[config.mk]
export PLATFORM = sky130hd
export DESIGN_NAME = image_dump_uart_tx
export DESIGN_NICKNAME = d
export VERILOG_FILES = /design/src/rtl/image_dump_uart_tx_pkg.sv /design/src/rtl/image_dump_uart_tx_baud_timer.sv /design/src/rtl/image_dump_uart_tx.sv
export SDC_FILE = /design/constraint.sdc
export NUM_CORES = 1
export LEC_CHECK = 0
export CAP_MARGIN = 20
export CORE_ASPECT_RATIO = 1.2
export CORE_MARGIN = 2
export CORE_UTILIZATION = 49
export DETAILED_ROUTE_END_ITERATION = 7
export HOLD_SLACK_MARGIN = 0.08
export PLACE_DENSITY = 0.77
export REMOVE_ABC_BUFFERS = 1
export SLEW_MARGIN = 15
export SYNTH_ARGS = -nofsm -noshare
export SYNTH_HDL_FRONTEND = slang
export SYNTH_SLANG_ARGS = --single-unit
[constraint.sdc]
create_clock -name clk -period 2.6 [get_ports clk]
set_input_delay 0.26 -clock clk [delete_from_list [all_inputs] [get_ports clk]]
set_output_delay 0.26 -clock clk [all_outputs]
set_load 0.03 [all_outputs]
[src/rtl/image_dump_uart_tx_pkg.sv]
// Shared definitions for the image byte path: FSM state encodings, UART frame shape,
// and the baud counter sizing helper used by both the TX block and the future RX/loader.
package image_dump_uart_tx_pkg;

    localparam logic [2:0] ST_IDLE  = 3'd0;
    localparam logic [2:0] ST_FETCH = 3'd1;
    localparam logic [2:0] ST_WAIT  = 3'd2;
    localparam logic [2:0] ST_START = 3'd3;
    localparam logic [2:0] ST_DATA  = 3'd4;
    localparam logic [2:0] ST_STOP  = 3'd5;

    localparam int DATA_BITS            = 8;
    localparam int STOP_BITS            = 1;
    localparam int DEFAULT_CLKS_PER_BIT = 434;

    // Counter must hold CLKS_PER_BIT-1; never narrower than one bit.
    function automatic int baud_cnt_w(input int clks);
        return (clks <= 2) ? 1 : $clog2(clks);
    endfunction

endpackage

[src/rtl/image_dump_uart_tx_baud_timer.sv]
// Bit-period timer: counts clk cycles and emits a 1-cycle tick as each bit period ends.
// restart holds the count at zero so the next period begins exactly on the following edge.
module baud_timer
    import image_dump_uart_tx_pkg::*;
#(
    parameter int CLKS_PER_BIT = DEFAULT_CLKS_PER_BIT
) (
    input  logic clk,
    input  logic rst,
    input  logic restart,
    output logic tick
);

    localparam int                CNT_W = baud_cnt_w(CLKS_PER_BIT);
    localparam logic [CNT_W-1:0]  LAST  = CNT_W'(CLKS_PER_BIT - 1);

    logic [CNT_W-1:0] cnt;

    assign tick = !restart && (cnt == LAST);

    always_ff @(posedge clk or posedge rst) begin
        if (rst) begin
            cnt <= '0;
        end else if (restart || tick) begin
            cnt <= '0;
        end else begin
            cnt <= cnt + CNT_W'(1);
        end
    end

endmodule

[src/rtl/image_dump_uart_tx.sv]
// Streams a block of image bytes from the data memory out of a UART line as 8N1 frames.
// Owns the memory read port: one read per byte, two idle-high cycles between frames.
module image_dump_uart_tx
    import image_dump_uart_tx_pkg::*;
#(
    parameter int CLKS_PER_BIT = DEFAULT_CLKS_PER_BIT,
    parameter int ADDR_W       = 16
) (
    input  logic              clk,
    input  logic              rst,
    input  logic              start,
    input  logic              abort,
    input  logic [ADDR_W-1:0] base_addr,
    input  logic [ADDR_W:0]   length,
    output logic [ADDR_W-1:0] mem_addr,
    output logic              mem_re,
    input  logic [7:0]        mem_dout,
    output logic              tx,
    output logic              busy,
    output logic              done,
    output logic [ADDR_W:0]   byte_count
);

    logic [2:0]        state;
    logic [ADDR_W-1:0] addr;
    logic [ADDR_W:0]   remaining;
    logic [7:0]        shreg;
    logic [2:0]        bit_idx;
    logic              baud_restart;
    logic              bit_tick;

    // The timer only runs while a frame is on the line; everywhere else it is held at zero.
    assign baud_restart = !(state == ST_START || state == ST_DATA || state == ST_STOP);
    assign busy         = (state != ST_IDLE);

    baud_timer #(.CLKS_PER_BIT(CLKS_PER_BIT)) u_baud_timer (
        .clk     (clk),
        .rst     (rst),
        .restart (baud_restart),
        .tick    (bit_tick)
    );

    // Shift register is pure datapath; it is loaded before use, so no reset is needed.
    always_ff @(posedge clk) begin
        if (state == ST_WAIT) begin
            shreg <= mem_dout;
        end else if (bit_tick && (state == ST_START || state == ST_DATA)) begin
            shreg <= {1'b0, shreg[7:1]};
        end
    end

    always_ff @(posedge clk or posedge rst) begin
        if (rst) begin
            state      <= ST_IDLE;
            addr       <= '0;
            remaining  <= '0;
            bit_idx    <= '0;
            tx         <= 1'b1;
            done       <= 1'b0;
            mem_re     <= 1'b0;
            mem_addr   <= '0;
            byte_count <= '0;
        end else begin
            done   <= 1'b0;
            mem_re <= 1'b0;
            if (abort) begin
                state <= ST_IDLE;
                tx    <= 1'b1;
            end else begin
                case (state)
                    ST_IDLE: begin
                        if (start) begin
                            byte_count <= '0;
                            if (length != '0) begin
                                addr      <= base_addr;
                                remaining <= length;
                                mem_re    <= 1'b1;
                                mem_addr  <= base_addr;
                                state     <= ST_FETCH;
                            end else begin
                                done <= 1'b1;
                            end
                        end
                    end
                    ST_FETCH: state <= ST_WAIT;
                    ST_WAIT: begin
                        tx    <= 1'b0;
                        state <= ST_START;
                    end
                    ST_START: begin
                        if (bit_tick) begin
                            tx      <= shreg[0];
                            bit_idx <= '0;
                            state   <= ST_DATA;
                        end
                    end
                    ST_DATA: begin
                        if (bit_tick) begin
                            if (bit_idx == 3'(DATA_BITS - 1)) begin
                                tx      <= 1'b1;
                                bit_idx <= '0;
                                state   <= ST_STOP;
                            end else begin
                                tx      <= shreg[0];
                                bit_idx <= bit_idx + 3'd1;
                            end
                        end
                    end
                    ST_STOP: begin
                        if (bit_tick) begin
                            if (bit_idx != 3'(STOP_BITS - 1)) begin
                                bit_idx <= bit_idx + 3'd1;
                            end else begin
                                bit_idx    <= '0;
                                byte_count <= byte_count + (ADDR_W+1)'(1);
                                addr       <= addr + ADDR_W'(1);
                                remaining  <= remaining - (ADDR_W+1)'(1);
                                if (remaining == (ADDR_W+1)'(1)) begin
                                    done  <= 1'b1;
                                    state <= ST_IDLE;
                                end else begin
                                    mem_re   <= 1'b1;
                                    mem_addr <= addr + ADDR_W'(1);
                                    state    <= ST_FETCH;
                                end
                            end
                        end
                    end
                    default: state <= ST_IDLE;
                endcase
            end
        end
    end

endmodule

# Yosys cells after proc, flatten, opt, wreduce, memory -nomap -nowiden

Index checks and enable logic that the tools add are counted.

Output and inout port bits: 37
Flip-flop bits (word level): 92
Memory bits (writable): 0
Word-level logic and storage cells: 115
Memories kept: 0
Latch bits: 0
Input port bits: 45
Memory bits (read-only): 0

Divide/modulo/power cells: 0
Reduce and logical (&&, ||, !) cells: 20
$lt $le $gt $ge: 0
$add $sub $neg: 5
Multiply operators: 0
Equality and inequality tests: 22
Bitwise operators: 1
Shift operators: 0
Mux-type cells: 56

Operators by type and width:

| operator                                                               | number |
|---|---|
| 17-bit 2-to-1 mux                                                      | 7 |
| 16-bit 2-to-1 mux                                                      | 7 |
| 17-bit one-hot mux with 2 select lines                                 | 2 |
| 16-bit one-hot mux with 2 select lines                                 | 2 |
| 3-bit 2-to-1 mux                                                       | 13 |
| 3-bit inequality test, second input constant                           | 6 |
| 3-bit one-hot mux with 6 select lines                                  | 1 |
| 17-bit by 1-bit adder with 17-bit output, second input constant        | 1 |
| 17-bit by 1-bit equality test with 1-bit output, second input constant | 1 |
| 1-bit 2-to-1 mux                                                       | 17 |
| 17-bit nonzero test                                                    | 1 |
| 17-bit by 1-bit subtractor with 17-bit output, second input constant   | 1 |
| 16-bit by 1-bit adder with 16-bit output, second input constant        | 1 |
| 8-bit 2-to-1 mux                                                       | 2 |
| 2-bit inequality test, second input constant                           | 7 |
| 7-bit AND reduction                                                    | 2 |
| 5-bit AND reduction                                                    | 2 |
| 9-bit by 1-bit adder with 9-bit output, second input constant          | 1 |
| 3-bit equality test, second input constant                             | 3 |
| 9-bit equality test, second input constant                             | 1 |
| 9-bit 2-to-1 mux                                                       | 1 |
| 3-bit one-hot mux with 3 select lines                                  | 1 |
| 3-bit nonzero test                                                     | 3 |
| 3-bit by 2-bit equality test with 1-bit output, second input constant  | 2 |
| 14 further kinds                                                       | 19 |

# Longest topological paths before layout

Gate-level depths: netlist of the first run.

Depth in word-level cells: 7
Mapped depth: 9
Depth with buffers taken out: 7

# Modules after synthesis

Synthesis of the first run repeated with hierarchy kept, for this count alone.

Cells, all modules: 536
Area total of the unflattened synthesis: 5,236.3 um^2

Modules (own cells, without submodules):

| module             | area an instance (um^2) | times used | cells an instance |
|---|---|---|---|
| image_dump_uart_tx | 4,745.8                 | 1          | 487 |
| baud_timer         | 490.5                   | 1          | 49 |

# Worst setup path after synthesis of the first run

OpenSTA, ideal clock, no wires.

Kind: flip-flop to flip-flop
Start: register remaining[8]
End: register mem_addr[0]
Data arrival time: 2.220 ns
Path buffers: 1
Cell stages (with the launch flop): 6
Path slack: 0.255 ns
Required time: 2.475 ns
Cell sequence: dfrtp_1 or3_4 or4b_4 o31ai_4 buf_8 mux2_4

Cells in the longest elaborated chain, start to end: 3

Ends and longest elaborated chain:

| what                                            | line                      | text |
|---|---|---|
| from (decl)                                     | image_dump_uart_tx.sv:26  | `logic [ADDR_W:0] remaining;` |
| from (signal assigned)                          | image_dump_uart_tx.sv:76  | `remaining <= length;` |
| from (signal assigned)                          | image_dump_uart_tx.sv:117 | `remaining <= remaining - (ADDR_W+1)'(1);` |
| 17-bit by 1-bit equality test with 1-bit output | image_dump_uart_tx.sv:118 | `if (remaining == (ADDR_W+1)'(1)) begin` |
| 2-bit inequality test (no source line)          | n/a                       |  |
| 7-bit AND reduction (no source line)            | n/a                       |  |
| to (signal assigned)                            | image_dump_uart_tx.sv:78  | `mem_addr <= base_addr;` |
| to (signal assigned)                            | image_dump_uart_tx.sv:123 | `mem_addr <= addr + ADDR_W'(1);` |
| to (decl)                                       | image_dump_uart_tx.sv:15  | `output logic [ADDR_W-1:0] mem_addr,` |

No other way between the ends.
A chain may end at the register's enable or synchronous reset.

# Final worst setup path of the first run

Start: register state[0]
End: register mem_addr[10]

Cells in the longest elaborated chain, start to end: 6
Elaborated cells between the ends (all ways): 15
Classes of those cells: eq/ne: 8; mux: 1; reduce/logical: 6

Ends and longest elaborated chain:

| what                                                                                  | line                                | text |
|---|---|---|
| from (decl)                                                                           | image_dump_uart_tx.sv:24            | `logic [2:0] state;` |
| from (signal assigned)                                                                | image_dump_uart_tx.sv:54            | `state <= ST_IDLE;` |
| from (signal assigned)                                                                | image_dump_uart_tx.sv:67            | `state <= ST_IDLE;` |
| from (signal assigned)                                                                | image_dump_uart_tx.sv:79            | `state <= ST_FETCH;` |
| 3-bit by 2-bit equality test with 1-bit output or 3-bit equality test (tied branches) | image_dump_uart_tx.sv:33            | `assign baud_restart = !(state == ST_START \|\| state == ST_DATA \|\| state == ST_STOP);` |
| 1-bit logical OR (2 in series)                                                        | image_dump_uart_tx.sv:33            |  |
| 1-bit logical AND                                                                     | image_dump_uart_tx_baud_timer.sv:19 | `assign tick = !restart && (cnt == LAST);` |
| 2-bit inequality test (no source line)                                                | n/a                                 |  |
| 7-bit AND reduction (no source line)                                                  | n/a                                 |  |

Parallel ways exist; a longest one is shown, timed or not.

==> results.md, run 1 <==
* Internal power at 3.28 mW
* Initial antenna violation count at 0
* Area delta synth->final at 26.8%
* Latest clock arrival within the worst-skew pair at 0.34 ns
* Worst Setup End Kind: register
* RSZ-0062 raised after global routing: no
* First DRT Iteration DRCs at 322
* CP bufs+invs at 2
* Layout Utilization at 63.0%
* Nets at 690
* Status: completed
* Crit Path Category: reg -> reg
* Layout cells sized above 1 at 13.6%
* Post-route ant nets at 0
* CTS tree: yes
* DIE WIDTH at 97.6 microns
* Die height at 116 microns
* Sequential share of the synthesized area at 45.5%
* CTS buffer count at 9
* CP Launch Type: register
* Power Dens Cells at 764 nW/um^2
* CP top delay family: compound AO/OA/AOI/OAI gates
* Core ar. at 10400 sq um
* Clock power share at 25.3%
* Detailed Routing Iterations Pass 1 at 5
* Drt wl/cell at 16.2 microns
* Overflow after GRT at 0
* Synthesized area at 5150 sq um
* Crit path DAT at 2.55 ns
* Total of max-cap violations at 0
* Antenna cells at 0
* Via/cell ratio at 5.83
* Final Setup Violations at 0
* Root buffer cell: clkbuf_16
* Cells after Synth at 545
* CP peak stage delay at 0.56 ns
* Drt total wl at 12.4 mm
* Worst Tran Pin Value at 0.599 ns
* # IOs at 82
* Sw Pwr at 1.71 mW
* Gr usage total at 22.5%
* Power Total at 4.99 mW
* Number of flops mapped to enable cells by yosys at 8
* Synthesized area per cell at 9.45 sq um
* Clock transition at path regs at 0.07 ns
* Worst Hold Class: in -> async
* Largest net degree at the start of global routing at 45
* Leak pwr at 2.64 nW
* Slew Limit Fails at 0
* Final min period at 2.33 ns
* Crit path max-delay cell type: dfrtp_1
* Leading cell type in the layout, fill and taps excluded: dfrtp_1
* Post-Place Cells at 753
* DRC violations left at 0
* Yosys warns at 0
* Worst vdd ir at 419 uV
* Vias in the first global route at 4542
* # H-tree levels at 3
* Fin cells at 770
* CTS Buffer Depth at 2
* Data required time of the critical path at 2.83 ns
* Ys flop type: dfrtp_1
* CTS sink cnt at 92
* Max Clk Rate at 0.430 GHz
* Detailed placer's ending HPWL at 8.73 mm
* Ys async rst share at 91.3%
* Worst Clk Skew at 0.00605 ns
* CP Max Fanout at 17
* FF+latch count, synth at 92
* Unique masters post-synth at 64
* FP Rows at 41
* Crit-path cells: nand3b_1, buf_4, a31oi_1, a211oi_4, o31ai_4, buf_12, mux2_2
* Sw frac at 34.2%
* GPL Wtd Cong at 0.899
* First-pass GRT wire length at 20.9 mm
* Max_slew headroom at 59.9%
* Die area at 11300 sq um
* Port Buffers at 81
* Effective utilization at floorplan at 49.7%
* R2R depth at 7
* Final hold viol count at 0
* Routed via count at 4488
* Power share of the combinational group at 31.6%
* Final period util at 89.4%
* Critical path depth in cells at 7
* Most frequent cells in the layout: dfrtp_1 (83), clkdlybuf4s50_1 (81), nor2_1 (63)
* Sequential share of power at 43.2%
-- final timing paths --
| path | from | endpoint | slack [ns] |
|---|---|---|---|
| max | state[0] | mem_addr[10] | 0.27 |
| min | rst | mem_addr[2] | 0.24 |
| max reg2reg | state[0] | mem_addr[10] | 0.27 |
| min reg2reg | remaining[7] | remaining[7] | 0.51 |
| max in group asynchronous | rst | tx | 1.69 |
| min in group clk | remaining[7] | remaining[7] | 0.51 |
-- cell usage after synthesis (all sizes together), types with 7 or more instances --
cell | count | area [sq um]
dfrtp | 83 | 2080
nor2 | 63 | 236
o21ai | 41 | 205
nand2 | 40 | 150
a21oi | 39 | 195
mux2 | 26 | 315
xnor2 | 25 | 219
clkbuf | 20 | 75.1
inv | 20 | 75.1
nor3 | 19 | 95.1
nand3 | 18 | 90.1
nor4 | 17 | 106
buf | 9 | 53.8
ha | 9 | 113
mux2i | 9 | 90.1
nand4 | 9 | 56.3
edfxtp | 8 | 240
or3 | 7 | 48.8
-- kinds of logic after synthesis --
| family | share of synthesized area [%] |
|---|---|
| simple gates | 19.5 |
| xor+xnor | 5.27 |
| mux | 7.87 |
| fa+ha+maj | 2.19 |
| compound gates | 15.7 |
| buf+inv | 3.96 |
| flops | 45.5 |
-- flip-flops by register name (all words and copies together), names as in the netlist --
register / flops
u_baud_timer.cnt: 9
byte_count: 17
remaining: 17
shreg: 8
done: 1
bit_idx: 3
tx: 1
mem_re: 1
mem_addr: 16
state: 3
addr: 16
-- power groups by stage --
| stage | sequential (mW) | combinational, mW | clock [mW] |
|---|---|---|---|
| after floorplan | 2.34 | 0.723 | 0 |
| after global placement | 2.13 | 1.51 | 0 |
| after detailed placement | 2.17 | 1.56 | 0 |
| after CTS | 2.15 | 1.58 | 1.28 |
| after global routing | 2.21 | 1.71 | 1.34 |
| final | 2.15 | 1.57 | 1.26 |
-- metrics by stage --
| stage | setup WS (ns) | TNS (ns) | hold slack, ns | area [sq um] |
|---|---|---|---|---|
| 6_report | 0.275 | 0 | 0.237 | 6530 |
| 5_1_grt | 0.118 | 0 | 0.284 | 6530 |
| 4_1_cts | 0.260 | 0 | 0.253 | 6530 |
| 3_5_place_dp | -0.118 | -0.947 | 0.496 | 6220 |
| 3_3_place_gp | -0.0584 | -0.402 | 0.482 | 6220 |
| 2_1_floorplan | -1.17 | -58.25 | 0.323 | 5020 |
-- final cells by class --
type                            instances  area [sq um]
Clock inverter                          5          35.0
Fill cell                             854          3830
Sequential cell                        92          2340
Multi-Input combinational cell        404          2600
Clock buffer                           11           253
Timing Repair Buffer                  109          1060
Inverter                               20          76.3
Tap cell                              129           161
-- worst reg2reg max path: stages, from the launching register on --
cell,delay [ns]
dfrtp_1,0.56
nand3b_1,0.24
buf_4,0.24
a31oi_1,0.44
a211oi_4,0.09
o31ai_4,0.10
buf_12,0.20
mux2_2,0.36
-- timing repair --
action	4_1_cts	5_1_grt
endpoints found under the setup margin	13	0
hold buffers	0	0
gates resized for setup	0	0
buffers inserted	1	0
-- routing by layer --
metal / vias up / share of wire [%] / track usage [%]
met5: - / 0 / 0
met4: 0 / 1.9 / 8.89
met2: 111 / 52 / 40.2
met1: 2203 / 42 / 27.4
li1: 2150 / - / -
met3: 24 / 4.3 / 3.95
No activity file was read; power rests on OpenSTA's default activity.
==> inputs of run 2 (changes only) <==
Settings changed: CELL_PAD_IN_SITES_DETAIL_PLACEMENT from default to 1, CELL_PAD_IN_SITES_GLOBAL_PLACEMENT from default to 1, CORE_UTILIZATION 49 to 37, PLACE_DENSITY 0.77 to default, PLACE_DENSITY_LB_ADDON from default to 0.1.
==> run 2 against run 1 <==
Compared with the run above: flip-flop and latch count unchanged; non-clock buffer count increased by 4; register-to-register slack got worse by 0.07 ns; cell count increased by 5.8%; critical path depth unchanged; clock power about the same; via count decreased by 0.42%; sequential share of layout area decreased by 0.46 points; combinational power increased by 3%; hold slack improved by 0.060 ns; maximum frequency decreased by 3.0%.
==> results.md, run 2 (synthesis results as in run 1) <==
* Status: completed (unchanged)
* Footprint of the multi-input gates at 2600 sq um (unchanged)
* Setup crit start: u_baud_timer.cnt[1] (was state[0])
* Latest clock arrival within the worst-skew pair at 0.36 ns (was 0.34 ns)
* Wl on met1 at 6.30 mm (was 5.25 mm)
* CTS tree: yes (unchanged)
* Die height at 133 microns (was 116 microns)
* # IOs at 82 (unchanged)
* RSZ-0062 raised after global routing: no (unchanged)
* CP Launch Type: register (unchanged)
* Initial antenna violation count at 0 (unchanged)
* Reg-to-reg startpoint: u_baud_timer.cnt[1] (was state[0])
* Core ar. at 13700 sq um (was 10400 sq um)
* Worst Clk Skew at 0.00875 ns (was 0.00605 ns)
* Antenna cells at 0 (unchanged)
* Drt total wl at 14.2 mm (was 12.4 mm)
* Filler cells at 1558 (was 854)
* Biggest regs: byte_count (17), remaining (17) (unchanged)
* Crit path max-delay cell type: nor4_1 (was dfrtp_1)
* Routed via count at 4469 (was 4488)
* Slew Limit Fails at 0 (unchanged)
* Via/cell ratio at 5.48 (was 5.83)
* Post-Place Cells at 798 (was 753)
* Final period util at 92.2% (was 89.4%)
* DRC violations left at 0 (unchanged)
* CTS sink cnt at 92 (unchanged)
* CTS Buffer Depth at 2 (unchanged)
* Nets at 694 (was 690)
* # H-tree levels at 3 (unchanged)
* DIE WIDTH at 112 microns (was 97.6 microns)
* Final Setup Violations at 0 (unchanged)
* Die area at 14900 sq um (was 11300 sq um)
* Worst Tran Pin Value at 0.644 ns (was 0.599 ns)
* FP Rows at 47 (was 41)
* PnR worst setup slack at 0.204 ns (was 0.275 ns)
* Crit Path Category: reg -> reg (unchanged)
* GPL Wtd Cong at 0.785 (was 0.899)
* First-pass GRT wire length at 24.2 mm (was 20.9 mm)
* Layout cells sized above 1 at 14.0% (was 13.6%)
* Largest net degree at the start of global routing at 53 (was 45)
* Root buffer cell: clkbuf_16 (unchanged)
* CTS Hold Bufs at 0 (unchanged)
* Met2 WL post-DR at 7.27 mm (was 6.42 mm)
* Most frequent cells in the layout: dfrtp_1 (83), clkdlybuf4s50_1 (81), nor2_1 (63) (unchanged)
* Post-route ant nets at 0 (unchanged)
* Worst vdd ir at 433 uV (was 419 uV)
* Overflow after GRT at 0 (unchanged)
* Area delta synth->final at 28.4% (was 26.8%)
* Layout Utilization at 48.3% (was 63.0%)
* Data required time of the critical path at 2.88 ns (was 2.83 ns)
* Crit-path cells: inv_1, ha_1, and4b_1, a31oi_1, nor4_1, or3b_2, a21oi_1 (was nand3b_1, buf_4, a31oi_1, a211oi_4, o31ai_4, buf_12, mux2_2)
* Gr usage total at 20.0% (was 22.5%)
* Effective utilization at floorplan at 37.6% (was 49.7%)
* Detailed placer's ending HPWL at 10.2 mm (was 8.73 mm)
* Final min period at 2.40 ns (was 2.33 ns)
* Leading cell type in the layout, fill and taps excluded: dfrtp_1 (unchanged)
* Post-CTS Setup Inserts at 2 (was 1)
* Register area at 2340 sq um (unchanged)
* Fin cells at 815 (was 770)
* Met3 WL at 373 microns (was 529 microns)
* Detailed Routing Iterations Pass 1 at 4 (was 5)
* CP peak stage delay at 0.49 ns (was 0.56 ns)
* CTS buffer count at 9 (unchanged)
* Post_cts resized at 0 (unchanged)
* Fin Setup TNS at 0 ns (unchanged)
* First DRT Iteration DRCs at 166 (was 322)
* Total of max-cap violations at 0 (unchanged)
* Power Dens Cells at 761 nW/um^2 (was 764 nW/um^2)
* Max_slew headroom at 56.9% (was 59.9%)
* Final hold viol count at 0 (unchanged)
* Crit path DAT at 2.67 ns (was 2.55 ns)
* CP Max Fanout at 5 (was 17)
* Port Buffers at 81 (unchanged)
* Top layer in use: met4 (unchanged)
* Dpl ws at -0.211 ns (was -0.118 ns)
* Max Clk Rate at 0.417 GHz (was 0.430 GHz)
* Clock transition at path regs at 0.07 ns (about the same)
* Worst Hold Class: in -> async (unchanged)
* Worst Setup End Kind: register (unchanged)
* Leak pwr at 2.65 nW (was 2.64 nW)
* Vias in the first global route at 4823 (was 4542)
* Drt wl/cell at 17.4 microns (was 16.2 microns)
* Hold WS at 0.297 ns (was 0.237 ns)
-- run 2: changes by cell type in the layout (fill, tap and decap cells not counted), sizes merged --
cell      before  now
buf           28   32
clkinv         4    3
inv           20   19
clkinvlp       1    2
-- run 2: where the power goes --
group	internal, mW	switching [mW]	total (mW)
clock network	0.693	0.586	1.28
registers	1.81	0.323	2.14
logic	0.792	0.829	1.62
-- run 2: final timing paths --
| check | end | slack (ns) | depth (start not counted) |
|---|---|---|---|
| max reg2reg | byte_count[16] | 0.20 | 7 |
| max | byte_count[16] | 0.20 | 7 |
| max in group asynchronous | remaining[7] | 1.62 | 3 |
| min | byte_count[9] | 0.30 | 2 |
| min reg2reg | mem_addr[10] | 0.51 | 1 |
| min in group clk | mem_addr[10] | 0.51 | 1 |
-- run 2: cell type report --
class                   count  share of cell area, %
clock buffers              11                   3.82
repair buffers            113                   16.6
well taps                 171                   3.23
multi-input cells         404                   39.3
flip-flops and latches     92                   35.4
clock inverters             4                  0.378
inverters                  20                   1.15
-- run 2: metal layers --
| metal | vias to the layer above | track usage [%] |
|---|---|---|
| met5 | - | 0 |
| met4 | 0 | 7.75 |
| met3 | 18 | 3.00 |
| met2 | 68 | 35.2 |
| met1 | 2236 | 24.6 |
| li1 | 2147 | - |
-- run 2: through the flow --
stage                     instance area (sq um)  power, mW
after detailed placement                   6310       3.79
after CTS                                  6620       5.09
after global placement                     6310       3.72
after global routing                       6620       5.31
after floorplan                            5020       3.07
final                                      6620       5.04
-- run 2: worst max-delay path, delay by kind of cell, from the launching register on --
kind | cells | cell delay (ns)
flops | 1 | 0.41
fa+ha+maj | 1 | 0.15
buf+inv | 1 | 0.07
compound gates | 2 | 0.40
simple gates | 3 | 1.27
==> inputs of run 3 (changes only) <==
Settings changed: CORE_MARGIN 2 to default.
==> run 3 against run 2 <==
Compared with the run above: cell count fell by 0.12%; via count rose by 1.5%; non-clock buffer count rose by 1; register-to-register slack improved by 0.07 ns; setup slack improved by 0.066 ns; clock power rose by 15%; final area rose by 0.74%; combinational power barely moved; flip-flop and latch count did not move; utilization rose by 1.4 points; largest cell class unchanged; highest routed layer unchanged.
==> results.md, run 3 (synthesis results as in run 1) <==
* Dpl ws at -0.190 ns (was -0.211 ns)
* Die area at 14400 sq um (was 14900 sq um)
* Total of max-cap violations at 0 (unchanged)
* Design area at 6660 sq um (was 6620 sq um)
* Footprint of the multi-input gates at 2610 sq um (was 2600 sq um)
* Worst vdd ir at 392 uV (was 433 uV)
* Slew Limit Fails at 0 (unchanged)
* Clock transition at path regs at 0.06 ns (was 0.07 ns)
* Leading cell type in the layout, fill and taps excluded: dfrtp_1 (unchanged)
* Filler cells at 1555 (was 1558)
* Die height at 131 microns (was 133 microns)
* Status: completed (unchanged)
* Root buffer cell: clkbuf_16 (unchanged)
* CP Launch Type: register (unchanged)
* Drt wl/cell at 18.0 microns (was 17.4 microns)
* Data required time of the critical path at 2.83 ns (was 2.88 ns)
* Post-route ant nets at 0 (unchanged)
* Hold WS at 0.319 ns (was 0.297 ns)
* Max Clk Rate at 0.429 GHz (was 0.417 GHz)
* Layout Utilization at 49.7% (was 48.3%)
* Crit Path Category: reg -> reg (unchanged)
* CTS sink cnt at 92 (unchanged)
* CTS Buffer Depth at 2 (unchanged)
* Initial antenna violation count at 0 (unchanged)
* RSZ-0062 raised after global routing: no (unchanged)
* FP Rows at 46 (was 47)
* Nets at 695 (was 694)
* Overflow after GRT at 0 (unchanged)
* GPL Wtd Cong at 0.788 (was 0.785)
* DRC violations left at 0 (unchanged)
* CP peak stage delay at 0.40 ns (was 0.49 ns)
* CP Max Fanout at 23 (was 5)
* Crit path DAT at 2.56 ns (was 2.67 ns)
* Final period util at 89.6% (was 92.2%)
* # H-tree levels at 3 (unchanged)
* Placed instance area at 6300 sq um (was 6310 sq um)
* Crit-path cells: inv_1, ha_1, nor2b_1, a31oi_1, a211oi_4, buf_4, o21ai_0, a22o_1 (was inv_1, ha_1, and4b_1, a31oi_1, nor4_1, or3b_2, a21oi_1)
* CTS tree: yes (unchanged)
* CTS Hold Bufs at 0 (unchanged)
* # IOs at 82 (unchanged)
* Register area at 2340 sq um (unchanged)
* Drt total wl at 14.7 mm (was 14.2 mm)
* PnR worst setup slack at 0.270 ns (was 0.204 ns)
* Layout cells sized above 1 at 14.1% (was 14.0%)
* CP top delay family: compound AO/OA/AOI/OAI gates (was simple AND/OR/NAND/NOR gates)
* First DRT Iteration DRCs at 141 (was 166)
* Final min period at 2.33 ns (was 2.40 ns)
* Port Buffers at 81 (unchanged)
* DIE WIDTH at 110 microns (was 112 microns)
* Via/cell ratio at 5.57 (was 5.48)
* Max_slew headroom at 54.4% (was 56.9%)
* Final hold viol count at 0 (unchanged)
* Detailed placer's ending HPWL at 10.3 mm (was 10.2 mm)
* Gr usage total at 21.9% (was 20.0%)
* Worst Clk Skew at 0.00608 ns (was 0.00875 ns)
* Crit path max-delay cell type: dfrtp_1 (was nor4_1)
* Fin Setup TNS at 0 ns (unchanged)
* Core ar. at 13400 sq um (was 13700 sq um)
* Largest net degree at the start of global routing at 53 (unchanged)
* Most frequent cells in the layout: dfrtp_1 (83), clkdlybuf4s50_1 (81), nor2_1 (63) (unchanged)
* Final Setup Violations at 0 (unchanged)
* Latest clock arrival within the worst-skew pair at 0.34 ns (was 0.36 ns)
* Leak pwr at 2.68 nW (was 2.65 nW)
* Antenna cells at 0 (unchanged)
* Worst Setup End Kind: register (unchanged)
* Worst Tran Pin Value at 0.683 ns (was 0.644 ns)
* Power Dens Cells at 789 nW/um^2 (was 761 nW/um^2)
* Effective utilization at floorplan at 38.4% (was 37.6%)
* Worst Hold Class: in -> async (unchanged)
* Routed via count at 4535 (was 4469)
* Detailed Routing Iterations Pass 1 at 4 (unchanged)
* CTS buffer count at 9 (unchanged)
* Biggest regs: byte_count (17), remaining (17) (unchanged)
* CP bufs+invs at 2 (was 1)
* Area delta synth->final at 29.4% (was 28.4%)
* First-pass GRT wire length at 24.9 mm (was 24.2 mm)
* Vias in the first global route at 4914 (was 4823)
## run 3: cell types whose count changed in the layout (fill, tap and decap cells not counted), sizes merged
| cell | delta |
|---|---|
| bufinv | +2 |
| clkbuf | +2 |
| clkinvlp | -2 |
| buf | +1 |
| clkinv | -1 |
## run 3: metrics by stage
step,cells,power (mW)
after floorplan,516,3.07
after global placement,796,3.72
after detailed placement,796,3.81
after CTS,814,5.32
after global routing,814,5.56
final,814,5.26
## run 3: cell type report
type / count / share of cell area, %
repair buffers: 114 / 16.4
inverters: 20 / 1.15
clock inverters: 3 / 1.03
flip-flops and latches: 92 / 35.2
well taps: 168 / 3.15
multi-input cells: 404 / 39.1
clock buffers: 13 / 3.91
## run 3: timing repair
item | in CTS | in global routing
buffers inserted | 2 | 0
setup endpoints to repair | 14 | 1
pin swaps | 1 | 0
resized for setup | 0 | 1
## run 3: power breakdown
group	internal [mW]	switching, mW
clock	0.899	0.567
combinational	0.794	0.851
sequential	1.81	0.336
## run 3: worst paths after layout
| check | from | end | slack, ns | cells past startpoint |
|---|---|---|---|---|
| min reg2reg | mem_addr[8] | mem_addr[8] | 0.51 | 1 |
| max reg2reg | bit_idx[0] | remaining[16] | 0.27 | 8 |
| max | bit_idx[0] | remaining[16] | 0.27 | 8 |
| min in group clk | mem_addr[8] | mem_addr[8] | 0.51 | 1 |
| min | rst | bit_idx[0] | 0.32 | 2 |
| max in group asynchronous | rst | mem_addr[8] | 1.62 | 3 |
## run 3: routing by layer
layer  wire, microns  vias up  track usage, %  share of wire [%]
met5               0        -               0                  0
met3             390       15            2.93                2.7
met1            6420     2292            28.2                 44
met4             216        0            6.44                1.5
met2            7640       73            37.8                 52
li1                -     2155               -                  -
==> edit, RTL diff (flow settings as in run 2) <==
Set the package constant `DEFAULT_CLKS_PER_BIT` to 217 (it was 434).
--- a/src/rtl/image_dump_uart_tx_pkg.sv
+++ b/src/rtl/image_dump_uart_tx_pkg.sv
@@ -11,7 +11,7 @@
 
     localparam int DATA_BITS            = 8;
     localparam int STOP_BITS            = 1;
-    localparam int DEFAULT_CLKS_PER_BIT = 434;
+    localparam int DEFAULT_CLKS_PER_BIT = 217;
 
     // Counter must hold CLKS_PER_BIT-1; never narrower than one bit.
     function automatic int baud_cnt_w(input int clks);
Function: same outputs for any inputs over 4 cycles, from zero or initial values and one cycle with rst high; that may be too few to reach the edited logic, so the function may still have changed.
==> edit against run 2 <==
Power shrank 9.9%. Final area down 0.61%. Worst setup slack better by 0.027 ns. Largest power group unchanged. Global-route usage is 0.80 points lower. First-iteration DRC count rose by 37%. Clock skew grew 0.0063 ns. Critical path depth is 1 higher. Sequential cell count fell by 1. Synthesized cell count unchanged. Combinational power shrank 25%. Area after synthesis increased by 0.87%. Routed wire length is 1.7% lower. Critical endpoint is now byte_count[5]$_DFFE_PP0P_. Count of clock-buffer cells in the layout is 2 lower.
==> edit: results (changes against run 2) <==
DRT iter0 DRCs: 227 (+37%)
CTS buffer count: 9 (unchanged)
Antenna violations before repair: 0 (unchanged)
Share of layout cells above drive strength 1: 13.9% (-0.12 points)
H-tree Lvls: 3 (unchanged)
Largest regs: byte_count (17), remaining (17)
Largest net degree at the start of global routing: 84 (+58%)
Hold Path Class: input port to asynchronous set/reset pin
Synth top area cells: dfrtp_1, nor2_1, edfxtp_1, mux2_2, nand2_1
FFs w/ async S/R, synth: 91.2% (-0.096 points)
Reg clk slew, reported paths: 0.07 ns (about the same)
Count of flip-flops with a built-in enable after synthesis: 8 (unchanged)
Detailed placement HPWL: 9790 um (-3.9%)
Crit path max fanout: 13 (+8)
Antenna diode instance count: 0 (unchanged)
Root buffer cell: clkbuf_16
Worst Clk Skew: 0.0151 ns (+0.00632 ns)
Placer Congestion: 0.797 (+1.5%)
FILL cells: 1599 (+2.6%)
Leakage: 2.60 nW (-1.9%)
Worst VDD drop: 0.318 mV (-27%)
Most instantiated cells after synthesis: dfrtp_1, nor2_1, nand2_1
Synth Instances: 545 (unchanged)
CTS max path bufs: 2 (unchanged)
Max transition margin: 58.8% (+1.9 points)
Post-synthesis cell type count: 67 (+4.7%)
Finished Layout Cells: 806 (-1.1%)
First-pass GRT wire length: 23600 um (-2.5%)
Vias per cell: 5.47 (-0.29%)
Vias in the first global route: 4728 (-2.0%)
Post-synth top flop: dfrtp_1
Global Route Usage Sum: 19.2% (-0.80 points)
Drt pass-1 iters: 4 (unchanged)
Grt ovf: 0 (unchanged)
Yosys warns: 0 (unchanged)
DP Cell Count: 789 (-1.1%)
Crit path arrival time: 2.60 ns (-0.07 ns)
Worst Reg-to-Reg Cells: 8 (+1)
Port buffer count: 81 (unchanged)
Post-Place Setup Slack: -0.0571 ns (+0.154 ns)
Status: complete, no violations
Sequential area share after synthesis: 44.6% (-0.88 points)
Total Wirelength: 14000 um (-1.7%)
Clock Latency Late Sink: 0.35 ns
NumNets Final: 684 (-1.4%)
edit: changes by cell type in the layout (fill, tap and decap cells not counted), sizes merged, moves of 6 or more:
cell	change
nand3	+6
nand2	+9
buf	-8
mux2i	-6
nor3	-7
xor2	+6
edit: final cells by class:
class                           count  share of cell area, %
Clock buffer                        9                   3.43
Clock inverter                      7                   1.05
Inverter                           15                  0.875
Multi-Input combinational cell    408                   40.5
Sequential cell                    91                   35.3
Tap cell                          171                   3.25
Timing Repair Buffer              105                   15.6
edit: logic make-up (layout without fill, tap and decap cells):
family	count (synthesis)	in the layout	synth area share [%]
flip-flops	91	91	44.6
XOR/XNOR	33	33	5.56
multiplexers	32	32	7.44
buffers and inverters	46	136	4.12
AO/OA/AOI/OAI	118	118	14.7
AND/OR/NAND/NOR	216	216	21.4
adder cells (fa/ha/maj)	9	9	2.17
edit: where the power goes:
part           switching [mW]  internal (mW)  leakage (nW)
logic                   0.628          0.596          1.34
registers               0.293           1.71          1.11
clock network           0.571          0.742         0.143
edit: timing repair:
action	in CTS	in global routing
setup endpoints to repair	0	8
setup buffers	0	1
resized for setup	0	0
edit: metal layers:
layer  up-vias  routed length [um]  global-route usage [%]
met2        86                7040                    33.8
met4         0                 170                    5.15
met1      2171                6290                    24.3
met5         -                   0                       0
li1       2136                   -                       -
met3        14                 474                    3.34
edit: critical path, stage by stage (launching register included):
cell,delay [ns]
dfrtp_1,0.42
inv_1,0.08
ha_1,0.19
nand4b_4,0.14
buf_4,0.18
o41a_1,0.56
nor4_1,0.47
xnor2_1,0.17
nor2_1,0.05
edit: per-stage QoR:
step	cell area, sq um	hold slack (ns)	util (%)
finish	6580	0.312	47.8
global route	6580	0.382	47.8
CTS	6560	0.365	47.6
detailed placement	6260	0.495	45.5
global placement	6260	0.478	45.5
floorplan	5040	0.326	-
edit: worst paths after layout:
path,startpoint,endpoint,slack [ns]
setup / recovery,u_baud_timer.cnt[1]$_DFF_PP0_,byte_count[5]$_DFFE_PP0P_,0.23
setup reg to reg,u_baud_timer.cnt[1]$_DFF_PP0_,byte_count[5]$_DFFE_PP0P_,0.23
hold reg to reg,addr[15]$_DFFE_PP0P_,addr[15]$_DFFE_PP0P_,0.50
max in group asynchronous,rst,addr[10]$_DFFE_PP0P_,1.88
hold / removal,rst,mem_addr[1]$_DFFE_PP0P_,0.31
min in group clk,addr[15]$_DFFE_PP0P_,addr[15]$_DFFE_PP0P_,0.50
